==> config.mk <==
export PLATFORM = sky130hd
export DESIGN_NAME = eth_frame_arbiter_flat
export DESIGN_NICKNAME = d
export VERILOG_FILES = /design/src/rtl/eth_frame_arbiter_if.sv /design/src/rtl/eth_frame_arbiter.sv /design/src/flat_wrapper.sv
export SDC_FILE = /design/constraint.sdc
export NUM_CORES = 1
export LEC_CHECK = 0
export CAP_MARGIN = 15
export CORE_AREA = 2 2 93 50
export DETAILED_ROUTE_END_ITERATION = 16
export DIE_AREA = 0 0 95 52
export MAX_ROUTING_LAYER = met4
export PLACE_DENSITY = 0.81
export RECOVER_POWER = 100
export SYNTH_ARGS = -nofsm -noshare
export SYNTH_HDL_FRONTEND = slang
export SYNTH_SLANG_ARGS = --single-unit
==> constraint.sdc <==
create_clock -name clk -period 2.65 [get_ports clk]
set_clock_uncertainty 0.2 [all_clocks]
set_input_delay 0.3975 -clock clk [delete_from_list [all_inputs] [get_ports clk]]
set_output_delay 0.3975 -clock clk [all_outputs]
set_load 0.02 [all_outputs]
==> src/rtl/eth_frame_arbiter_if.sv <==
// AXI4-Stream bundle used on every arbiter port (tdata/tkeep/tvalid/tready/tlast).
// The master modport drives the beat; the slave modport drives tready.
interface eth_frame_arbiter_if #(
  parameter int DATA_W = 8,
  parameter int KEEP_W = DATA_W / 8
) ();
  logic [DATA_W-1:0] tdata;
  logic [KEEP_W-1:0] tkeep;
  logic              tvalid;
  logic              tready;
  logic              tlast;

  modport master (output tdata, output tkeep, output tvalid, output tlast, input tready);
  modport slave  (input tdata, input tkeep, input tvalid, input tlast, output tready);
endinterface

==> src/rtl/eth_frame_arbiter.sv <==
// Eight-input strict-priority AXI4-Stream frame arbiter (index 7 highest), never interleaving frames.
// Define ETH_FRAME_ARBITER_OUTPUT_REG_EN to register m_axis through a two-entry skid buffer.
module eth_frame_arbiter #(
  parameter int C_AXIS_TDATA_WIDTH = 8,
  parameter int C_AXIS_TKEEP_WIDTH = C_AXIS_TDATA_WIDTH / 8
) (
  input logic                 clk,
  input logic                 rst,
  eth_frame_arbiter_if.slave  s_axis_7,
  eth_frame_arbiter_if.slave  s_axis_6,
  eth_frame_arbiter_if.slave  s_axis_5,
  eth_frame_arbiter_if.slave  s_axis_4,
  eth_frame_arbiter_if.slave  s_axis_3,
  eth_frame_arbiter_if.slave  s_axis_2,
  eth_frame_arbiter_if.slave  s_axis_1,
  eth_frame_arbiter_if.slave  s_axis_0,
  eth_frame_arbiter_if.master m_axis
);

  // A beat is carried as {tlast, tkeep, tdata}.
  localparam int BEAT_W = C_AXIS_TDATA_WIDTH + C_AXIS_TKEEP_WIDTH + 1;

  typedef enum logic [0:0] {
    ST_IDLE   = 1'b0,
    ST_LOCKED = 1'b1
  } state_e;

  logic [BEAT_W-1:0] s_beat [8];
  logic [7:0]        s_valid;
  logic [7:0]        s_ready;

  assign s_beat[7]  = {s_axis_7.tlast, s_axis_7.tkeep, s_axis_7.tdata};
  assign s_beat[6]  = {s_axis_6.tlast, s_axis_6.tkeep, s_axis_6.tdata};
  assign s_beat[5]  = {s_axis_5.tlast, s_axis_5.tkeep, s_axis_5.tdata};
  assign s_beat[4]  = {s_axis_4.tlast, s_axis_4.tkeep, s_axis_4.tdata};
  assign s_beat[3]  = {s_axis_3.tlast, s_axis_3.tkeep, s_axis_3.tdata};
  assign s_beat[2]  = {s_axis_2.tlast, s_axis_2.tkeep, s_axis_2.tdata};
  assign s_beat[1]  = {s_axis_1.tlast, s_axis_1.tkeep, s_axis_1.tdata};
  assign s_beat[0]  = {s_axis_0.tlast, s_axis_0.tkeep, s_axis_0.tdata};
  assign s_valid    = {s_axis_7.tvalid, s_axis_6.tvalid, s_axis_5.tvalid, s_axis_4.tvalid,
                       s_axis_3.tvalid, s_axis_2.tvalid, s_axis_1.tvalid, s_axis_0.tvalid};
  assign s_axis_7.tready = s_ready[7];
  assign s_axis_6.tready = s_ready[6];
  assign s_axis_5.tready = s_ready[5];
  assign s_axis_4.tready = s_ready[4];
  assign s_axis_3.tready = s_ready[3];
  assign s_axis_2.tready = s_ready[2];
  assign s_axis_1.tready = s_ready[1];
  assign s_axis_0.tready = s_ready[0];

  state_e            state_q;
  state_e            state_d;
  logic [2:0]        sel_q;
  logic [2:0]        sel_d;
  logic [2:0]        cand_s;
  logic              any_valid_s;
  logic [2:0]        grant_s;
  logic              grant_act_s;
  logic              fwd_valid_s;
  logic [BEAT_W-1:0] fwd_beat_s;
  logic              fwd_last_s;
  logic              sink_ready_s;
  logic              in_hs_s;

  // Highest-index valid input; the ascending scan lets later (higher) indices overwrite.
  always_comb begin
    cand_s      = 3'd0;
    any_valid_s = 1'b0;
    for (int i = 0; i < 8; i++) begin
      cand_s      = s_valid[i] ? 3'(i) : cand_s;
      any_valid_s = any_valid_s | s_valid[i];
    end
  end

  // Route the granted input to the sink; reset forces every ready and the output valid low.
  always_comb begin
    grant_s     = 3'd0;
    grant_act_s = 1'b0;
    s_ready     = 8'd0;
    if (state_q == ST_LOCKED) begin
      grant_s     = sel_q;
      grant_act_s = 1'b1;
    end else begin
      grant_s     = cand_s;
      grant_act_s = any_valid_s;
    end
    fwd_valid_s = grant_act_s & s_valid[grant_s] & ~rst;
    fwd_beat_s  = fwd_valid_s ? s_beat[grant_s] : {BEAT_W{1'b0}};
    fwd_last_s  = fwd_beat_s[BEAT_W-1];
    if (grant_act_s && !rst) begin
      s_ready[grant_s] = sink_ready_s;
    end else begin
      s_ready = 8'd0;
    end
    in_hs_s = fwd_valid_s & sink_ready_s;
  end

  // Lock onto a multi-beat frame at its first handshake; release on its tlast handshake.
  always_comb begin
    state_d = state_q;
    sel_d   = sel_q;
    case (state_q)
      ST_IDLE: begin
        if (in_hs_s && !fwd_last_s) begin
          state_d = ST_LOCKED;
          sel_d   = cand_s;
        end else begin
          state_d = ST_IDLE;
        end
      end
      ST_LOCKED: begin
        if (in_hs_s && fwd_last_s) begin
          state_d = ST_IDLE;
        end else begin
          state_d = ST_LOCKED;
        end
      end
      default: begin
        state_d = ST_IDLE;
      end
    endcase
  end

  // Arbitration state register.
  always_ff @(posedge clk or posedge rst) begin
    if (rst) begin
      state_q <= ST_IDLE;
      sel_q   <= 3'd0;
    end else begin
      state_q <= state_d;
      sel_q   <= sel_d;
    end
  end

`ifdef ETH_FRAME_ARBITER_OUTPUT_REG_EN
  logic [BEAT_W-1:0] buf0_q;
  logic [BEAT_W-1:0] buf0_d;
  logic [BEAT_W-1:0] buf1_q;
  logic [BEAT_W-1:0] buf1_d;
  logic [1:0]        cnt_q;
  logic [1:0]        cnt_d;
  logic              pop_s;

  // Two entries let the input side keep accepting while the head waits on m_axis_tready.
  assign sink_ready_s = (cnt_q != 2'd2);
  assign pop_s        = (cnt_q != 2'd0) & m_axis.tready;

  // Skid buffer: buf0 is always the head; vacated slots are zeroed so idle outputs read 0.
  always_comb begin
    buf0_d = buf0_q;
    buf1_d = buf1_q;
    cnt_d  = cnt_q;
    case ({in_hs_s, pop_s})
      2'b10: begin
        if (cnt_q == 2'd0) begin
          buf0_d = fwd_beat_s;
        end else begin
          buf1_d = fwd_beat_s;
        end
        cnt_d = cnt_q + 2'd1;
      end
      2'b01: begin
        buf0_d = buf1_q;
        buf1_d = {BEAT_W{1'b0}};
        cnt_d  = cnt_q - 2'd1;
      end
      2'b11: begin
        if (cnt_q == 2'd1) begin
          buf0_d = fwd_beat_s;
        end else begin
          buf0_d = buf1_q;
          buf1_d = fwd_beat_s;
        end
      end
      default: begin
        cnt_d = cnt_q;
      end
    endcase
  end

  // Skid buffer storage.
  always_ff @(posedge clk or posedge rst) begin
    if (rst) begin
      buf0_q <= {BEAT_W{1'b0}};
      buf1_q <= {BEAT_W{1'b0}};
      cnt_q  <= 2'd0;
    end else begin
      buf0_q <= buf0_d;
      buf1_q <= buf1_d;
      cnt_q  <= cnt_d;
    end
  end

  assign m_axis.tvalid = (cnt_q != 2'd0);
  assign {m_axis.tlast, m_axis.tkeep, m_axis.tdata} = buf0_q;
`else
  assign sink_ready_s  = m_axis.tready;
  assign m_axis.tvalid = fwd_valid_s;
  assign {m_axis.tlast, m_axis.tkeep, m_axis.tdata} = fwd_beat_s;
`endif

endmodule

==> src/flat_wrapper.sv <==
// flat-port wrapper written by rule: the top's interface ports become plain ports
module eth_frame_arbiter_flat 
#(
  parameter int C_AXIS_TDATA_WIDTH = 8,
  parameter int C_AXIS_TKEEP_WIDTH = C_AXIS_TDATA_WIDTH / 8
)
  (clk, rst, s_axis_7_tdata, s_axis_7_tkeep, s_axis_7_tvalid, s_axis_7_tlast, s_axis_7_tready, s_axis_6_tdata, s_axis_6_tkeep, s_axis_6_tvalid, s_axis_6_tlast, s_axis_6_tready, s_axis_5_tdata, s_axis_5_tkeep, s_axis_5_tvalid, s_axis_5_tlast, s_axis_5_tready, s_axis_4_tdata, s_axis_4_tkeep, s_axis_4_tvalid, s_axis_4_tlast, s_axis_4_tready, s_axis_3_tdata, s_axis_3_tkeep, s_axis_3_tvalid, s_axis_3_tlast, s_axis_3_tready, s_axis_2_tdata, s_axis_2_tkeep, s_axis_2_tvalid, s_axis_2_tlast, s_axis_2_tready, s_axis_1_tdata, s_axis_1_tkeep, s_axis_1_tvalid, s_axis_1_tlast, s_axis_1_tready, s_axis_0_tdata, s_axis_0_tkeep, s_axis_0_tvalid, s_axis_0_tlast, s_axis_0_tready, m_axis_tdata, m_axis_tkeep, m_axis_tvalid, m_axis_tlast, m_axis_tready);
  eth_frame_arbiter_if #(.DATA_W((8))) s_axis_7_i ();
  eth_frame_arbiter_if #(.DATA_W((8))) s_axis_6_i ();
  eth_frame_arbiter_if #(.DATA_W((8))) s_axis_5_i ();
  eth_frame_arbiter_if #(.DATA_W((8))) s_axis_4_i ();
  eth_frame_arbiter_if #(.DATA_W((8))) s_axis_3_i ();
  eth_frame_arbiter_if #(.DATA_W((8))) s_axis_2_i ();
  eth_frame_arbiter_if #(.DATA_W((8))) s_axis_1_i ();
  eth_frame_arbiter_if #(.DATA_W((8))) s_axis_0_i ();
  eth_frame_arbiter_if #(.DATA_W((8))) m_axis_i ();
  input logic clk;
  input logic rst;
  input wire logic [$bits(s_axis_7_i.tdata)-1:0] s_axis_7_tdata;
  input wire logic [$bits(s_axis_7_i.tkeep)-1:0] s_axis_7_tkeep;
  input wire logic [$bits(s_axis_7_i.tvalid)-1:0] s_axis_7_tvalid;
  input wire logic [$bits(s_axis_7_i.tlast)-1:0] s_axis_7_tlast;
  output wire logic [$bits(s_axis_7_i.tready)-1:0] s_axis_7_tready;
  input wire logic [$bits(s_axis_6_i.tdata)-1:0] s_axis_6_tdata;
  input wire logic [$bits(s_axis_6_i.tkeep)-1:0] s_axis_6_tkeep;
  input wire logic [$bits(s_axis_6_i.tvalid)-1:0] s_axis_6_tvalid;
  input wire logic [$bits(s_axis_6_i.tlast)-1:0] s_axis_6_tlast;
  output wire logic [$bits(s_axis_6_i.tready)-1:0] s_axis_6_tready;
  input wire logic [$bits(s_axis_5_i.tdata)-1:0] s_axis_5_tdata;
  input wire logic [$bits(s_axis_5_i.tkeep)-1:0] s_axis_5_tkeep;
  input wire logic [$bits(s_axis_5_i.tvalid)-1:0] s_axis_5_tvalid;
  input wire logic [$bits(s_axis_5_i.tlast)-1:0] s_axis_5_tlast;
  output wire logic [$bits(s_axis_5_i.tready)-1:0] s_axis_5_tready;
  input wire logic [$bits(s_axis_4_i.tdata)-1:0] s_axis_4_tdata;
  input wire logic [$bits(s_axis_4_i.tkeep)-1:0] s_axis_4_tkeep;
  input wire logic [$bits(s_axis_4_i.tvalid)-1:0] s_axis_4_tvalid;
  input wire logic [$bits(s_axis_4_i.tlast)-1:0] s_axis_4_tlast;
  output wire logic [$bits(s_axis_4_i.tready)-1:0] s_axis_4_tready;
  input wire logic [$bits(s_axis_3_i.tdata)-1:0] s_axis_3_tdata;
  input wire logic [$bits(s_axis_3_i.tkeep)-1:0] s_axis_3_tkeep;
  input wire logic [$bits(s_axis_3_i.tvalid)-1:0] s_axis_3_tvalid;
  input wire logic [$bits(s_axis_3_i.tlast)-1:0] s_axis_3_tlast;
  output wire logic [$bits(s_axis_3_i.tready)-1:0] s_axis_3_tready;
  input wire logic [$bits(s_axis_2_i.tdata)-1:0] s_axis_2_tdata;
  input wire logic [$bits(s_axis_2_i.tkeep)-1:0] s_axis_2_tkeep;
  input wire logic [$bits(s_axis_2_i.tvalid)-1:0] s_axis_2_tvalid;
  input wire logic [$bits(s_axis_2_i.tlast)-1:0] s_axis_2_tlast;
  output wire logic [$bits(s_axis_2_i.tready)-1:0] s_axis_2_tready;
  input wire logic [$bits(s_axis_1_i.tdata)-1:0] s_axis_1_tdata;
  input wire logic [$bits(s_axis_1_i.tkeep)-1:0] s_axis_1_tkeep;
  input wire logic [$bits(s_axis_1_i.tvalid)-1:0] s_axis_1_tvalid;
  input wire logic [$bits(s_axis_1_i.tlast)-1:0] s_axis_1_tlast;
  output wire logic [$bits(s_axis_1_i.tready)-1:0] s_axis_1_tready;
  input wire logic [$bits(s_axis_0_i.tdata)-1:0] s_axis_0_tdata;
  input wire logic [$bits(s_axis_0_i.tkeep)-1:0] s_axis_0_tkeep;
  input wire logic [$bits(s_axis_0_i.tvalid)-1:0] s_axis_0_tvalid;
  input wire logic [$bits(s_axis_0_i.tlast)-1:0] s_axis_0_tlast;
  output wire logic [$bits(s_axis_0_i.tready)-1:0] s_axis_0_tready;
  output wire logic [$bits(m_axis_i.tdata)-1:0] m_axis_tdata;
  output wire logic [$bits(m_axis_i.tkeep)-1:0] m_axis_tkeep;
  output wire logic [$bits(m_axis_i.tvalid)-1:0] m_axis_tvalid;
  output wire logic [$bits(m_axis_i.tlast)-1:0] m_axis_tlast;
  input wire logic [$bits(m_axis_i.tready)-1:0] m_axis_tready;
  assign s_axis_7_i.tdata = s_axis_7_tdata;
  assign s_axis_7_i.tkeep = s_axis_7_tkeep;
  assign s_axis_7_i.tvalid = s_axis_7_tvalid;
  assign s_axis_7_i.tlast = s_axis_7_tlast;
  assign s_axis_7_tready = s_axis_7_i.tready;
  assign s_axis_6_i.tdata = s_axis_6_tdata;
  assign s_axis_6_i.tkeep = s_axis_6_tkeep;
  assign s_axis_6_i.tvalid = s_axis_6_tvalid;
  assign s_axis_6_i.tlast = s_axis_6_tlast;
  assign s_axis_6_tready = s_axis_6_i.tready;
  assign s_axis_5_i.tdata = s_axis_5_tdata;
  assign s_axis_5_i.tkeep = s_axis_5_tkeep;
  assign s_axis_5_i.tvalid = s_axis_5_tvalid;
  assign s_axis_5_i.tlast = s_axis_5_tlast;
  assign s_axis_5_tready = s_axis_5_i.tready;
  assign s_axis_4_i.tdata = s_axis_4_tdata;
  assign s_axis_4_i.tkeep = s_axis_4_tkeep;
  assign s_axis_4_i.tvalid = s_axis_4_tvalid;
  assign s_axis_4_i.tlast = s_axis_4_tlast;
  assign s_axis_4_tready = s_axis_4_i.tready;
  assign s_axis_3_i.tdata = s_axis_3_tdata;
  assign s_axis_3_i.tkeep = s_axis_3_tkeep;
  assign s_axis_3_i.tvalid = s_axis_3_tvalid;
  assign s_axis_3_i.tlast = s_axis_3_tlast;
  assign s_axis_3_tready = s_axis_3_i.tready;
  assign s_axis_2_i.tdata = s_axis_2_tdata;
  assign s_axis_2_i.tkeep = s_axis_2_tkeep;
  assign s_axis_2_i.tvalid = s_axis_2_tvalid;
  assign s_axis_2_i.tlast = s_axis_2_tlast;
  assign s_axis_2_tready = s_axis_2_i.tready;
  assign s_axis_1_i.tdata = s_axis_1_tdata;
  assign s_axis_1_i.tkeep = s_axis_1_tkeep;
  assign s_axis_1_i.tvalid = s_axis_1_tvalid;
  assign s_axis_1_i.tlast = s_axis_1_tlast;
  assign s_axis_1_tready = s_axis_1_i.tready;
  assign s_axis_0_i.tdata = s_axis_0_tdata;
  assign s_axis_0_i.tkeep = s_axis_0_tkeep;
  assign s_axis_0_i.tvalid = s_axis_0_tvalid;
  assign s_axis_0_i.tlast = s_axis_0_tlast;
  assign s_axis_0_tready = s_axis_0_i.tready;
  assign m_axis_tdata = m_axis_i.tdata;
  assign m_axis_tkeep = m_axis_i.tkeep;
  assign m_axis_tvalid = m_axis_i.tvalid;
  assign m_axis_tlast = m_axis_i.tlast;
  assign m_axis_i.tready = m_axis_tready;
  eth_frame_arbiter #(.C_AXIS_TDATA_WIDTH(C_AXIS_TDATA_WIDTH), .C_AXIS_TKEEP_WIDTH(C_AXIS_TKEEP_WIDTH)) u_core (.clk(clk), .rst(rst), .s_axis_7(s_axis_7_i), .s_axis_6(s_axis_6_i), .s_axis_5(s_axis_5_i), .s_axis_4(s_axis_4_i), .s_axis_3(s_axis_3_i), .s_axis_2(s_axis_2_i), .s_axis_1(s_axis_1_i), .s_axis_0(s_axis_0_i), .m_axis(m_axis_i));
endmodule
==> impl_results.md <==
* Post-Place Cells at 372
* Core ar. at 4190 um2
* Critical Path Sink Type: output pin
* Crit start category: input pin
* Max-slew violations at 0
* Commonest non-fill, non-tap cell in the layout: clkdlybuf4s50_1
* Reg2reg path depth at 11
* Routability cong. at 0.988
* CTS Root Cell: clkbuf_8
* Die Area at 4940 um2
* Fmax at 354 MHz
* DRT met1 WL at 3240 um
* Total track usage at 29.6%
* Die Wd at 95 um
* Hold Startpoint: u_core.sel_q[0]$_DFFE_PP0P_
* Drt pass-1 iters at 4
* Crit-path cells: clkdlybuf4s15_1, nor2b_4, o211ai_1, buf_4, nand2_8, buf_12, buf_4, mux2_2, o22ai_4, nor3_2, buf_4
* Cts bufs inserted at 3
* RSZ-0062 raised after global routing: yes
* Wire length on met3 at 790 um
* Routed len/inst at 19.8 um
* Vias in the first global route at 2000
* Syn_nets at 257
* R2r setup slk at 0.04 ns
* Met2 WL at 3660 um
* Worst-margin pin slew at 0.511 ns
* Ports at 110
* Final period util at 107%
* Largest net degree at the start of global routing at 21
* Sequential area share after synthesis at 7.55%
* Peak supply drop at 0.000562 V
* Min-Delay Endpoint: u_core.sel_q[0]$_DFFE_PP0P_
* Starting Density at 31.7%
* Clock Latency Late Sink at 0.22 ns
* Final worst slack at -0.175 ns
* Post-Syn Instances at 166
* Netlist cell types at 42
* Vias after detailed routing at 2124
* Synthesis Warnings at 0
* Mapped cell area at 1330 um2
* Failing checks: setup timing
* CP required at 2.05 ns
* Top layer used by detailed routing: met4
* Critical Path AT at 2.23 ns
* Share of layout cells above drive strength 1 at 54.3%
* Min Hold Slack at 0.403 ns
* P_leak at 1.38 nW
* ANT cells at 0
* CTS max path bufs at 2
* Area Overhead vs Synth at 150%
* Max Cap Violations at 0
* Mean post-synth cell area at 7.99 um2
* Final setup viols at 16
* Depth of the CTS H-tree at 1
* Most common cell on crit path: buf_4
* CP Class: in -> out
* First-pass GRT wire length at 10700 um
* Number of synthesized register bits at 4
* Max FO, Critical Path at 6
* Worst hold path cell count at 2
* Outcome: finished with violations
* Finished Layout Cells at 392
* DRC at 0
* Initial DRC Count at 140
* Dpl ws at -0.935 ns
* Clk slew on worst S/H paths at 0.03 ns
* Final hold vios at 0
* Antenna violations before repair at 0
* I/O Buffers at 109
* CTS tree: yes
* Die Span Y at 52 um
* Final min period at 2.82 ns
* Drt total wl at 7750 um
* Hold buffers post-CTS at 0
* Slew headroom at 65.7%
* Cell area power density at 766 nW/um2
* Critical path's slowest cell: mux2_2
* # rows at 17
* Worst Hold Class: reg -> reg
* GR Overflow Total at 0
* ANT nets after route at 0
* Number of nets in the layout at 428
* Setup TNS at -1.59 ns
* Hpwl dp at 5310 um
* Most frequent cells in the layout: 81 x clkdlybuf4s50_1, 61 x buf_4, 34 x mux2_2
* Crit-path max cell delay at 0.28 ns
* Clock sink total at 4
* Vias per cell at 5.42
report_power, final:
part	switching [mW]	internal, mW
combinational	1.02	1.29
clock	0.0298	0.0967
sequential	0.0193	0.0873
total	1.07	1.47
logic make-up (layout without fill, tap and decap cells):
kind of cell	Yosys count	after routing	share of synthesized area, %
buffers and inverters	18	187	6.60
and+or+nand+nor	52	52	20.0
AOI/OAI and AO/OA	49	49	29.0
DFF	4	4	7.55
muxes	43	43	36.9
final cells by class:
class | instances | area, um2
fill | 257 | 871
tap | 57 | 71.3
sequential | 4 | 100
timing repair buffer | 180 | 1640
clock buffer | 3 | 41.3
inverter | 4 | 15.0
multi-input combinational | 144 | 1450
metrics by stage:
stage	util, %	instance area (um2)	power [mW]
floorplan	-	1370	1.11
finish	79.2	3320	2.54
detailed placement	69.0	2890	1.87
CTS	77.6	3250	2.40
global route	79.2	3320	2.66
global placement	69.0	2890	1.86
cells in the mapped netlist:
| master | number | area [um2] |
|---|---|---|
| or2_4 | 1 | 8.76 |
| o211a_4 | 1 | 17.5 |
| nor2_1 | 18 | 67.6 |
| a22oi_1 | 1 | 7.51 |
| nor2_2 | 1 | 6.26 |
| nor4_1 | 1 | 6.26 |
| buf_4 | 3 | 22.5 |
| a221oi_1 | 1 | 8.76 |
| a41o_1 | 1 | 10.0 |
| a222oi_1 | 1 | 10.0 |
| o31ai_4 | 1 | 21.3 |
| a31oi_1 | 3 | 18.8 |
| nand2_2 | 1 | 6.26 |
| inv_1 | 4 | 15.0 |
| o21ai_0 | 5 | 25.0 |
| buf_2 | 7 | 35.0 |
| dfrtp_1 | 4 | 100 |
| o22ai_1 | 19 | 119 |
| nor3_2 | 1 | 10.0 |
| a21oi_1 | 1 | 5.00 |
| clkbuf_1 | 4 | 15.0 |
| nand4_1 | 2 | 12.5 |
| a21o_1 | 2 | 15.0 |
| or3_1 | 2 | 12.5 |
| a2bb2oi_1 | 1 | 8.76 |
| mux2_1 | 1 | 11.3 |
| nor3_1 | 11 | 55.1 |
| a211o_1 | 1 | 8.76 |
| a311o_1 | 1 | 10.0 |
| o221ai_1 | 1 | 8.76 |
| mux2_4 | 2 | 30.0 |
| nand2_1 | 5 | 18.8 |
| nand3_1 | 1 | 5.00 |
| nand2b_1 | 3 | 18.8 |
| mux2i_1 | 2 | 20.0 |
| o22a_1 | 2 | 17.5 |
| nor2b_1 | 4 | 25.0 |
| a32oi_4 | 1 | 27.5 |
| o21a_1 | 3 | 22.5 |
| mux2_2 | 38 | 428 |
| nor4_2 | 1 | 12.5 |
| o211ai_1 | 3 | 22.5 |
worst max-delay path: cells and delay by family:
| family | cells | cell delay (ns) |
|---|---|---|
| buffers and inverters | 5 | 0.81 |
| AOI/OAI and AO/OA | 2 | 0.45 |
| muxes | 1 | 0.28 |
| and+or+nand+nor | 3 | 0.28 |
timing repair:
action	4_1_cts	5_1_grt
gates resized for setup	143	34
buffers inserted	17	5
setup endpoints to repair	23	23
cloned	1	0
pin swaps	20	14
metal layers:
layer  vias to the layer above  track usage (%)
li1                        988                -
met1                      1021             41.6
met2                       109             45.9
met3                         6             4.49
met4                         0             4.83
met5                         -                -
how the worst max path moves through the flow:
stage,start,to,cells past startpoint
after CTS,flop,m_axis_tdata[1],9
final,s_axis_1_tvalid,m_axis_tdata[2],11
after global routing,s_axis_1_tvalid,m_axis_tdata[2],11
after global placement,s_axis_7_tvalid,m_axis_tlast,9
after floorplan,s_axis_5_tvalid,m_axis_tdata[7],9
after detailed placement,s_axis_7_tvalid,m_axis_tlast,9
No activity file was read; power rests on OpenSTA's default activity.
